## src/rtl/decode_feed_if.sv

```systemverilog
// Signal bundle between fetch, the decode feed buffer, decode/rename and the ROB.
interface decode_feed_if #(
   parameter int FETCH_W = 2,
   parameter int DEPTH   = 8
);
   localparam int CNT_W = $clog2(DEPTH + 1);

   logic [FETCH_W-1:0]       fetch_valid;
   logic [FETCH_W-1:0][31:0] fetch_instr;
   logic [FETCH_W-1:0][31:0] fetch_pc;
   logic                     fetch_ready;
   logic                     decode_ready;
   logic                     flush_pipeline;
   logic                     rob_empty;
   logic [FETCH_W-1:0]       instr_valid;
   logic [FETCH_W-1:0][31:0] instr;
   logic [FETCH_W-1:0][31:0] pc;
   logic [CNT_W-1:0]         q_count;
   logic                     serial_stall;

   // Fetch unit, decoder and ROB status driving the buffer.
   modport master (
      output fetch_valid, fetch_instr, fetch_pc, decode_ready, flush_pipeline, rob_empty,
      input  fetch_ready, instr_valid, instr, pc, q_count, serial_stall
   );

   // The buffer itself.
   modport slave (
      input  fetch_valid, fetch_instr, fetch_pc, decode_ready, flush_pipeline, rob_empty,
      output fetch_ready, instr_valid, instr, pc, q_count, serial_stall
   );
endinterface

```

## src/rtl/decode_feed_ctrl.sv

```systemverilog
// In-order instruction buffer between fetch and decode. Absorbs up to FETCH_W
// instructions per cycle into a circular queue, presents up to FETCH_W of the
// oldest entries to the decoder, and issues CAS/system instructions alone,
// only once the ROB has drained.
module decode_feed_ctrl #(
   parameter int FETCH_W  = 2,
   parameter int DEPTH    = 8,
   parameter int HOLD_MIN = 4
) (
   input  logic         clk,
   input  logic         reset,
   decode_feed_if.slave bus
);
   localparam int PTR_W = $clog2(DEPTH);
   localparam int CNT_W = $clog2(DEPTH + 1);
   localparam int HC_W  = $clog2(HOLD_MIN + 1);

   localparam logic [5:0] OP_CAS = 6'b010100;
   localparam logic [5:0] OP_SYS = 6'b111000;

   typedef enum logic [1:0] {
      ST_RUN,
      ST_DRAIN,
      ST_HOLD
   } state_t;

   state_t                        state_q, state_d;
   logic [HC_W-1:0]               hold_q, hold_d;
   logic [PTR_W-1:0]              head_q, tail_q;
   logic [CNT_W-1:0]              count_q;
   logic [31:0]                   mem_instr [DEPTH];
   logic [31:0]                   mem_pc    [DEPTH];

   logic                          push_en;
   logic                          pop_en;
   logic                          head_serial;
   logic                          slot_stop;
   logic [CNT_W-1:0]              push_num;
   logic [CNT_W-1:0]              pop_num;
   logic [FETCH_W-1:0]            slot_valid;
   logic [FETCH_W-1:0][PTR_W-1:0] slot_idx;

   // Instructions that must wait for an empty ROB and issue alone.
   function automatic logic is_serial(input logic [31:0] word);
      return (word[31:26] == OP_CAS) || (word[31:26] == OP_SYS);
   endfunction

   // Room for a whole fetch group, judged from registered occupancy only.
   assign bus.fetch_ready  = (CNT_W'(DEPTH) - count_q) >= CNT_W'(FETCH_W);
   assign push_en          = bus.fetch_ready && !bus.flush_pipeline;
   assign pop_en           = bus.decode_ready && !bus.flush_pipeline;
   assign bus.instr_valid  = slot_valid;
   assign bus.q_count      = count_q;
   assign bus.serial_stall = (state_q != ST_RUN);

   // Choose presented slots: oldest first, cut at any serialising entry.
   always_comb begin
      // NOTE: every variable gets a default before any branch so no latch is inferred.
      slot_valid  = '0;
      slot_stop   = 1'b0;
      head_serial = (count_q != '0) && is_serial(mem_instr[head_q]);
      for (int k = 0; k < FETCH_W; k++) begin
         slot_idx[k] = head_q + PTR_W'(k);
         if (!slot_stop && (CNT_W'(k) < count_q)) begin
            if (!is_serial(mem_instr[slot_idx[k]])) begin
               slot_valid[k] = 1'b1;
            end else begin
               // A serialising entry only issues from slot 0 once the ROB is empty.
               slot_valid[k] = (k == 0) && bus.rob_empty;
               slot_stop     = 1'b1;
            end
         end
      end
      if ((state_q != ST_RUN) || bus.flush_pipeline) begin
         slot_valid = '0;
      end
   end

   // Drive presented data, zeroed on invalid slots.
   always_comb begin
      for (int k = 0; k < FETCH_W; k++) begin
         bus.instr[k] = slot_valid[k] ? mem_instr[slot_idx[k]] : '0;
         bus.pc[k]    = slot_valid[k] ? mem_pc[slot_idx[k]]    : '0;
      end
   end

   // Count accepted fetch lanes and consumed decode slots.
   always_comb begin
      push_num = '0;
      pop_num  = '0;
      for (int i = 0; i < FETCH_W; i++) begin
         if (bus.fetch_valid[i]) push_num = push_num + CNT_W'(1);
         if (slot_valid[i])      pop_num  = pop_num + CNT_W'(1);
      end
      if (!push_en) push_num = '0;
      if (!pop_en)  pop_num  = '0;
   end

   // Queue pointers and occupancy; flush empties the queue.
   always_ff @(posedge clk or negedge reset) begin
      // NOTE: sequential state uses non-blocking assignments so every register samples pre-edge values.
      if (!reset) begin
         head_q  <= '0;
         tail_q  <= '0;
         count_q <= '0;
      end else if (bus.flush_pipeline) begin
         head_q  <= '0;
         tail_q  <= '0;
         count_q <= '0;
      end else begin
         head_q  <= head_q + PTR_W'(pop_num);
         tail_q  <= tail_q + PTR_W'(push_num);
         count_q <= count_q + push_num - pop_num;
      end
   end

   // Write accepted fetch lanes in lane order starting at the tail.
   always_ff @(posedge clk or negedge reset) begin
      if (!reset) begin
         // NOTE: the storage array is cleared on reset so a fresh buffer never shows stale words.
         for (int i = 0; i < DEPTH; i++) begin
            mem_instr[i] <= '0;
            mem_pc[i]    <= '0;
         end
      end else if (push_en) begin
         for (int i = 0; i < FETCH_W; i++) begin
            if (bus.fetch_valid[i]) begin
               mem_instr[tail_q + PTR_W'(i)] <= bus.fetch_instr[i];
               mem_pc[tail_q + PTR_W'(i)]    <= bus.fetch_pc[i];
            end
         end
      end
   end

   // Serialisation FSM state and post-issue hold counter.
   always_ff @(posedge clk or negedge reset) begin
      if (!reset) begin
         state_q <= ST_RUN;
         hold_q  <= '0;
      end else begin
         state_q <= state_d;
         hold_q  <= hold_d;
      end
   end

   // Next state: drain the ROB before a serialising head, hold after issuing it.
   always_comb begin
      state_d = state_q;
      hold_d  = hold_q;
      unique case (state_q)
         ST_RUN: begin
            if (head_serial) begin
               if (!bus.rob_empty) begin
                  state_d = ST_DRAIN;
               end else if (bus.decode_ready) begin
                  state_d = ST_HOLD;
                  hold_d  = HC_W'(HOLD_MIN);
               end
            end
         end
         ST_DRAIN: begin
            if (bus.rob_empty) state_d = ST_RUN;
         end
         ST_HOLD: begin
            if (hold_q != '0) begin
               hold_d = hold_q - HC_W'(1);
            end else if (bus.rob_empty) begin
               state_d = ST_RUN;
            end
         end
         default: begin
            state_d = ST_RUN;
            hold_d  = '0;
         end
      endcase
      if (bus.flush_pipeline) begin
         state_d = ST_RUN;
         hold_d  = '0;
      end
   end
endmodule
```

## src/flat_wrapper.sv

```systemverilog
// flat-port wrapper written by rule: the top's interface ports become plain ports
module decode_feed_ctrl_flat 
#(
   parameter int FETCH_W  = 2,
   parameter int DEPTH    = 8,
   parameter int HOLD_MIN = 4
)
  (clk, reset, bus_fetch_valid, bus_fetch_instr, bus_fetch_pc, bus_decode_ready, bus_flush_pipeline, bus_rob_empty, bus_fetch_ready, bus_instr_valid, bus_instr, bus_pc, bus_q_count, bus_serial_stall);
  decode_feed_if #(.FETCH_W(FETCH_W), .DEPTH(DEPTH)) bus_i ();
  input  logic clk;
  input  logic reset;
  input wire logic [$bits(bus_i.fetch_valid)-1:0] bus_fetch_valid;
  input wire logic [$bits(bus_i.fetch_instr)-1:0] bus_fetch_instr;
  input wire logic [$bits(bus_i.fetch_pc)-1:0] bus_fetch_pc;
  input wire logic [$bits(bus_i.decode_ready)-1:0] bus_decode_ready;
  input wire logic [$bits(bus_i.flush_pipeline)-1:0] bus_flush_pipeline;
  input wire logic [$bits(bus_i.rob_empty)-1:0] bus_rob_empty;
  output wire logic [$bits(bus_i.fetch_ready)-1:0] bus_fetch_ready;
  output wire logic [$bits(bus_i.instr_valid)-1:0] bus_instr_valid;
  output wire logic [$bits(bus_i.instr)-1:0] bus_instr;
  output wire logic [$bits(bus_i.pc)-1:0] bus_pc;
  output wire logic [$bits(bus_i.q_count)-1:0] bus_q_count;
  output wire logic [$bits(bus_i.serial_stall)-1:0] bus_serial_stall;
  assign bus_i.fetch_valid = bus_fetch_valid;
  assign bus_i.fetch_instr = bus_fetch_instr;
  assign bus_i.fetch_pc = bus_fetch_pc;
  assign bus_i.decode_ready = bus_decode_ready;
  assign bus_i.flush_pipeline = bus_flush_pipeline;
  assign bus_i.rob_empty = bus_rob_empty;
  assign bus_fetch_ready = bus_i.fetch_ready;
  assign bus_instr_valid = bus_i.instr_valid;
  assign bus_instr = bus_i.instr;
  assign bus_pc = bus_i.pc;
  assign bus_q_count = bus_i.q_count;
  assign bus_serial_stall = bus_i.serial_stall;
  decode_feed_ctrl #(.FETCH_W(FETCH_W), .DEPTH(DEPTH), .HOLD_MIN(HOLD_MIN)) u_core (.clk(clk), .reset(reset), .bus(bus_i));
endmodule
```

## config.mk

```make
export PLATFORM = sky130hd
export DESIGN_NAME = decode_feed_ctrl_flat
export DESIGN_NICKNAME = d
export VERILOG_FILES = /design/src/rtl/decode_feed_if.sv /design/src/rtl/decode_feed_ctrl.sv /design/src/flat_wrapper.sv
export SDC_FILE = /design/constraint.sdc
export NUM_CORES = 2
export LEC_CHECK = 0
export ABC_CLOCK_PERIOD_IN_PS = 3900
export CAP_MARGIN = 10
export CORE_MARGIN = 4
export CORE_UTILIZATION = 25
export CTS_BUF_LIST = sky130_fd_sc_hd__clkbuf_4 sky130_fd_sc_hd__clkbuf_8 sky130_fd_sc_hd__clkbuf_16
export DETAILED_ROUTE_END_ITERATION = 8
export GPL_ROUTABILITY_DRIVEN = 1
export PLACE_DENSITY = 0.53
export SYNTH_ARGS = -nofsm -noshare
export SYNTH_HDL_FRONTEND = slang
export SYNTH_SLANG_ARGS = --single-unit
```

## constraint.sdc

```tcl
create_clock -name clk -period 3.9 [get_ports clk]
set_input_delay 1.17 -clock clk [delete_from_list [all_inputs] [get_ports clk]]
set_output_delay 1.17 -clock clk [all_outputs]
set_load 0.01 [all_outputs]
```

* After elaboration in Yosys (flattened, before gate mapping)
Index checks and enable logic that the tools add are counted. Widths: inputs -> output; s select.
Word-level totals: register bits after elaboration 527, input bits 135, output and inout bits 136
Operators by class: mux-type cells 59, $lt $le $gt $ge 9, eq/ne operators 13, add/sub/neg operators 10, bitwise operators 4, reductions and logical operators 17
Operators by type and width (number):
- $mux 256 | 6
- $bwmux 256 | 4
- $mux 32 | 14
- $bmux 32 s3 | 4
- $demux 32 s3 | 2
- $mux 3 | 7
- $mux 4 | 5
- $ge 4x4->1 const B | 4
- $not 3->4 | 4
- $mux 2 | 7
- $eq 6x5->1 const B | 2
- $eq 6x6->1 const B | 2
- $ne 3x3->1 const B | 3
- $pmux 3 s3 | 1
- $lt 1x4->1 const A | 2
- $lt 4x1->1 const B | 2
- $mux 1 | 8
- $add 3x1->3 const B | 2
- $add 3x3->3 | 2
- $logic_and 1x1->1 | 6
- $ne 3x2->1 const B | 2
- $pmux 2 s3 | 1
- $reduce_and 5->1 | 1
- $add 1x1->2 const B | 2
- other kinds (16) | 19

* Depth between registers and ports, before layout
depth after elaboration 18, depth in mapped cells 19, gate-level depth less buffers 17

* Worst setup path after synthesis
OpenSTA, ideal clock, no wires.
path type reg2reg, start point reg u_core.head_q[1], end point reg u_core.count_q[3] (netlist: u_core.bus.q_count[3]), path buffers 2, cell stages (with the launch flop) 20, clock period less this slack 4.325 ns, slack -0.425 ns, arrival time 4.193 ns, path through dfrtp_1 > ha_1 > buf_2 > mux4_2 > mux2i_1 > nor3b_1 > a21oi_1 > o2111ai_2 > buf_2 > inv_1 > ha_1 > nand3_1 > inv_1 > fa_1 > inv_1 > ha_1 > a21o_1 > a21oi_1 > xnor2_1 > nor2_1
On the way: longest elaborated chain between the ends 16, elaborated cells on any way between the ends 30, those cells by class 3 x add/sub; 4 x eq/ne; 17 x mux; 2 x bitwise; 4 x reduce/logical
RTL lines:
- start: declaration | RTL line decode_feed_ctrl.sv:29 | logic [PTR_W-1:0] head_q, tail_q;
- start signal: assignment | RTL line decode_feed_ctrl.sv:111 | head_q <= head_q + PTR_W'(pop_num);
- branches (longest 10 deep; another with $add 3x1->3)
- $mux 1 * | RTL line decode_feed_ctrl.sv:64 | if (!slot_stop && (CNT_W'(k) < count_q)) begin
- $mux 2 * | RTL line decode_feed_ctrl.sv:74 | if ((state_q != ST_RUN) || bus.flush_pipeline) begin
- named net bus_instr_valid[1] | RTL line flat_wrapper.sv:19 | output wire logic [$bits(bus_i.instr_valid)-1:0] bus_instr_valid;
- $mux 4 * | RTL line decode_feed_ctrl.sv:93 | if (slot_valid[i]) pop_num = pop_num + CNT_W'(1);
- $mux 4 * | RTL line decode_feed_ctrl.sv:96 | if (!pop_en) pop_num = '0;
- $sub 4x4->4 * | RTL line decode_feed_ctrl.sv:113 | count_q <= count_q + push_num - pop_num;
- $mux 4 * | RTL line decode_feed_ctrl.sv:106 | end else if (bus.flush_pipeline) begin
- end signal: assignment | RTL line decode_feed_ctrl.sv:113
- end: declaration | RTL line decode_feed_ctrl.sv:30 | logic [CNT_W-1:0] count_q;
Mark *: on every way through the listed nets, which the timed path passes. The select of a mux whose other input is x is not followed. A chain may end at the register's enable or synchronous reset.

* Final worst setup path
start point reg u_core.head_q[1], end point out bus_instr[49]
On the way: longest elaborated chain between the ends 13, elaborated cells on any way between the ends 23, those cells by class 1 x add/sub; 4 x eq/ne; 12 x mux; 2 x bitwise; 4 x reduce/logical
RTL lines:
- branches (longest 12 deep; another with $add 3x1->3)
- $mux 32 * | RTL line decode_feed_ctrl.sv:82 | bus.instr[k] = slot_valid[k] ? mem_instr[slot_idx[k]] : '0;
- end: declaration | RTL line flat_wrapper.sv:20 | output wire logic [$bits(bus_i.instr)-1:0] bus_instr;
Every way passes the cells marked *. The select of a mux whose other input is x is not followed.

==> key figures <==
Timing
  • Clk_skew: about 26 ps
  • Final Setup Violations: 135
  • Fmax: roughly 210 MHz
  • Minimum clock period: a little under 5000 ps
  • Worst hold slack: just under 500 ps
  • Setup TNS: -106,340 ps
  • Final hold vios: 0
  • Unrepaired setup endpoints after global routing: true
  • Period utilization: 1.24
  • Setup slack after layout: -929 ps
  • Worst-Margin Slew: roughly 1200 ps
  • Slew Viols, Final: 0
  • Slew margin rel.: 0.167

Place
  • Cells after DPL: approximately 4,900
  • Final RePlAce weighted congestion: about 0.79
  • I/O Buffers: 270
  • Detailed placer's ending HPWL: 82,200 um

Final layout
  • Multi-input gate area: around 0.017 mm2
  • Final Non-Filler Cells: between 5,000 and 6,000
  • Layout area overhead: 31.0%
  • Net count, final: 3,567
  • Most frequent cells in the layout: nor2_1 (536), dfrtp_1 (524), a21oi_1 (521), o22ai_1 (512), mux4_2 (253)
  • Share of cells above drive strength 1: 0.278
  • FILL cells: 12,500
  • Area occupied by registers: 0.0132 mm2
  • Commonest non-fill, non-tap cell in the layout: nor2_1

Logic synthesis
  • Asr flop ratio synth: 1.00
  • Yosys Warn Count: 0
  • Main combinational cell family by area after synthesis: multiplexers
  • Post-synthesis instance area: slightly above 0.03 mm2
  • Multiplexer share of the synthesized area: 0.208
  • Mapped Avg Cell Area: a little under 10 um2
  • Compound-cell area share of the yosys netlist: 0.202
  • Synth Area in Simple Gates: 0.0962
  • EDFF count, synth: 0
  • XOR/XNOR share of the synthesized area: 0.00250
  • Library cells used by synthesis: 44
  • Post-Syn Nets: between 3,000 and 4,000
  • Sequential fraction of the synthesis area: 0.424
  • Cells after Synth: around 3,200
  • Adder-cell area share of the yosys netlist: 0.00982
  • Most common flop cell mapped by yosys: dfrtp_1
  • Flops & latches, synth: around 530

Floorplanning
  • Core area: 0.124 mm2
  • Num rows: between 100 and 150
  • Initial core utilization: 0.251
  • Die X: 361 um
  • Die span in y: 361 um
  • Die area: between 0.1 and 0.15 mm2
  • IO Pins: between 200 and 300

Setup path
  • Kind of critical path: register to primary output
  • Crit path DAT: between 3000 and 4000 ps
  • Required @ worst endpoint: approximately 2700 ps
  • Reg2Reg Depth: 22
  • Internal reg-to-reg setup slack: -770 ps
  • R2r startpoint: u_core.head_q[1]
  • Critical Path End Type: primary output
  • Critical path peak fanout: 7
  • Setup crit start kind: register
  • FF-to-FF End: u_core.bus.q_count[3]

Run
  • # Max-Cap Violations: 0

Outcome
  • Outcome: complete, but fails checks
  • Failing checks: setup timing

Power
  • Pleak: 15.8 nW
  • Clk network pwr share: 0.206
  • Power per cell area: ~800 mW/mm2
  • Total power draw: approximately 33 mW
  • Cell Int Power: about 20 mW
  • Combinational power share: 0.496
  • VDD IR-drop max: between 0.0004 and 0.0005 V
  • Switching power share of the total: 0.399
  • Flop pwr share: 0.298
  • Switching Power: 13.0 mW

Detailed routing
  • Vias: slightly below 30,000
  • Initial DRC count: 3,411
  • Residual DRC count: 0
  • Via-to-Cell Ratio: between 5 and 6
  • Post-DRT Antenna Nets: 0
  • Routed wire length: roughly 150,000 um
  • First-pass DRT Iterations: 6
  • Drt wl/cell: between 20 and 30 um

Clocking
  • CTS tree: done
  • Root buf cell: clkbuf_16
  • Clock buffer count from CTS: 70
  • Clock Tree Buf Depth: 3
  • Clk slew on worst S/H paths: 60 ps
  • Worst skew pair latency: between 600 and 700 ps
  • Post-CTS Hold Fix Bufs: 0
  • Clk sink count: ~530
  • H-tree depth: 3

GRT
  • Initial antenna violation count: 18
  • GRT Util Overall: 0.215
  • Global-route wire length before repair: ~210,000 um
  • Grt ovf: 0
  • Largest net degree at the start of global routing: about 190
  • Vias in the first global route: approximately 30,000

Worst hold path
  • Hold WC Path Type: primary input to asynchronous set/reset pin
## cell type report
type,instances,share of cell area
inverters,21,0.00212
diodes,11,0.000676
repair buffers,550,0.139
multi-input cells,2240,0.425
flip-flops and latches,527,0.324
clock inverters,26,0.00704
well taps,1637,0.0503
clock buffers,101,0.0515
## synth_stat cells, drive strengths merged, types with 3 or more instances
cell type,count,area (um2)
nor2b,11,68.8
nor2,589,2210
mux4,256,5780
buf,190,754
inv,21,78.8
dfrtp,527,13200
o21ai,6,30.0
ha,18,225
nand2,138,518
o22ai,512,3200
xor2,3,33.8
fa,4,80.1
a21oi,585,2930
nand4,3,18.8
mux2i,67,671
or3,4,30.0
xnor2,5,43.8
clkbuf,247,927
nand3,11,55.1
nor3b,4,30.0
## timing repair
action | in CTS | in global routing
setup buffers | 67 | 26
setup endpoints to repair | 137 | 135
cloned | 9 | 1
resized for setup | 710 | 165
pin swaps | 30 | 19
## power groups by stage
stage / sequential (mW) / combinational [mW] / clock, mW
floorplan: 9.08 / 8.74 / 0
global placement: 9.59 / 14.2 / 0
detailed placement: 9.70 / 14.3 / 0
CTS: 9.62 / 15.5 / 6.85
global route: 9.97 / 17.3 / 7.07
finish: 9.72 / 16.2 / 6.72
## worst max-delay path, stage by stage, from the launching register on
cell,delay (ps)
dfrtp_4,470
buf_12,150
mux4_2,490
mux2_4,300
or3_4,350
a211o_4,350
o2111ai_4,110
buf_12,150
buf_16,160
buf_16,180
buf_6,120
a21oi_2,30
buf_2,140
## per-layer routing
layer,routed length [um],global-route usage,part of all wire
met3,15600,0.0539,0.11
met2,65400,0.330,0.45
met5,69,0,0.00048
met4,5380,0.0743,0.037
met1,58500,0.296,0.40
## metrics by stage
| stage | utilization | setup WS [ps] | instance area, um2 |
|---|---|---|---|
| floorplan | - | -101 | 31200 |
| global placement | 0.297 | -801 | 36700 |
| detailed placement | 0.297 | -733 | 36700 |
| CTS | 0.324 | -1010 | 40100 |
| global route | 0.329 | -1050 | 40700 |
| finish | 0.329 | -929 | 40700 |
## flip-flops by register name, indices dropped and copies added (netlist names)
| register | count |
|---|---|
| u_core.hold_q | 3 |
| u_core.tail_q | 3 |
| u_core.mem_pc | 256 |
| u_core.state_q | 2 |
| u_core.mem_instr | 256 |
| u_core.bus.q_count | 4 |
| u_core.head_q | 3 |
## logic make-up (layout without fill, tap and decap cells)
kind of cell             after synthesis  count (layout)
AO/OA/AOI/OAI                       1117            1117
XOR/XNOR                               8               8
adder cells (fa/ha/maj)               22              22
buffers and inverters                458             698
flip-flops                           527             527
multiplexers                         325             325
other                                  0              11
AND/OR/NAND/NOR                      768             768
## worst max path at each step
stage                            endpoint  slack, ps  cells past startpoint                from
global route                 bus_instr[4]      -1050                     13    u_core.head_q[1]
detailed placement          bus_instr[28]       -730                      7  bus_flush_pipeline
CTS                         bus_instr[49]      -1010                     14    u_core.head_q[1]
global placement            bus_instr[28]       -800                      7  bus_flush_pipeline
finish                      bus_instr[49]       -930                     12    u_core.head_q[1]
floorplan           u_core.bus.q_count[3]       -100                     18    u_core.head_q[1]
Note: power is estimated with default switching activity, not from simulation.
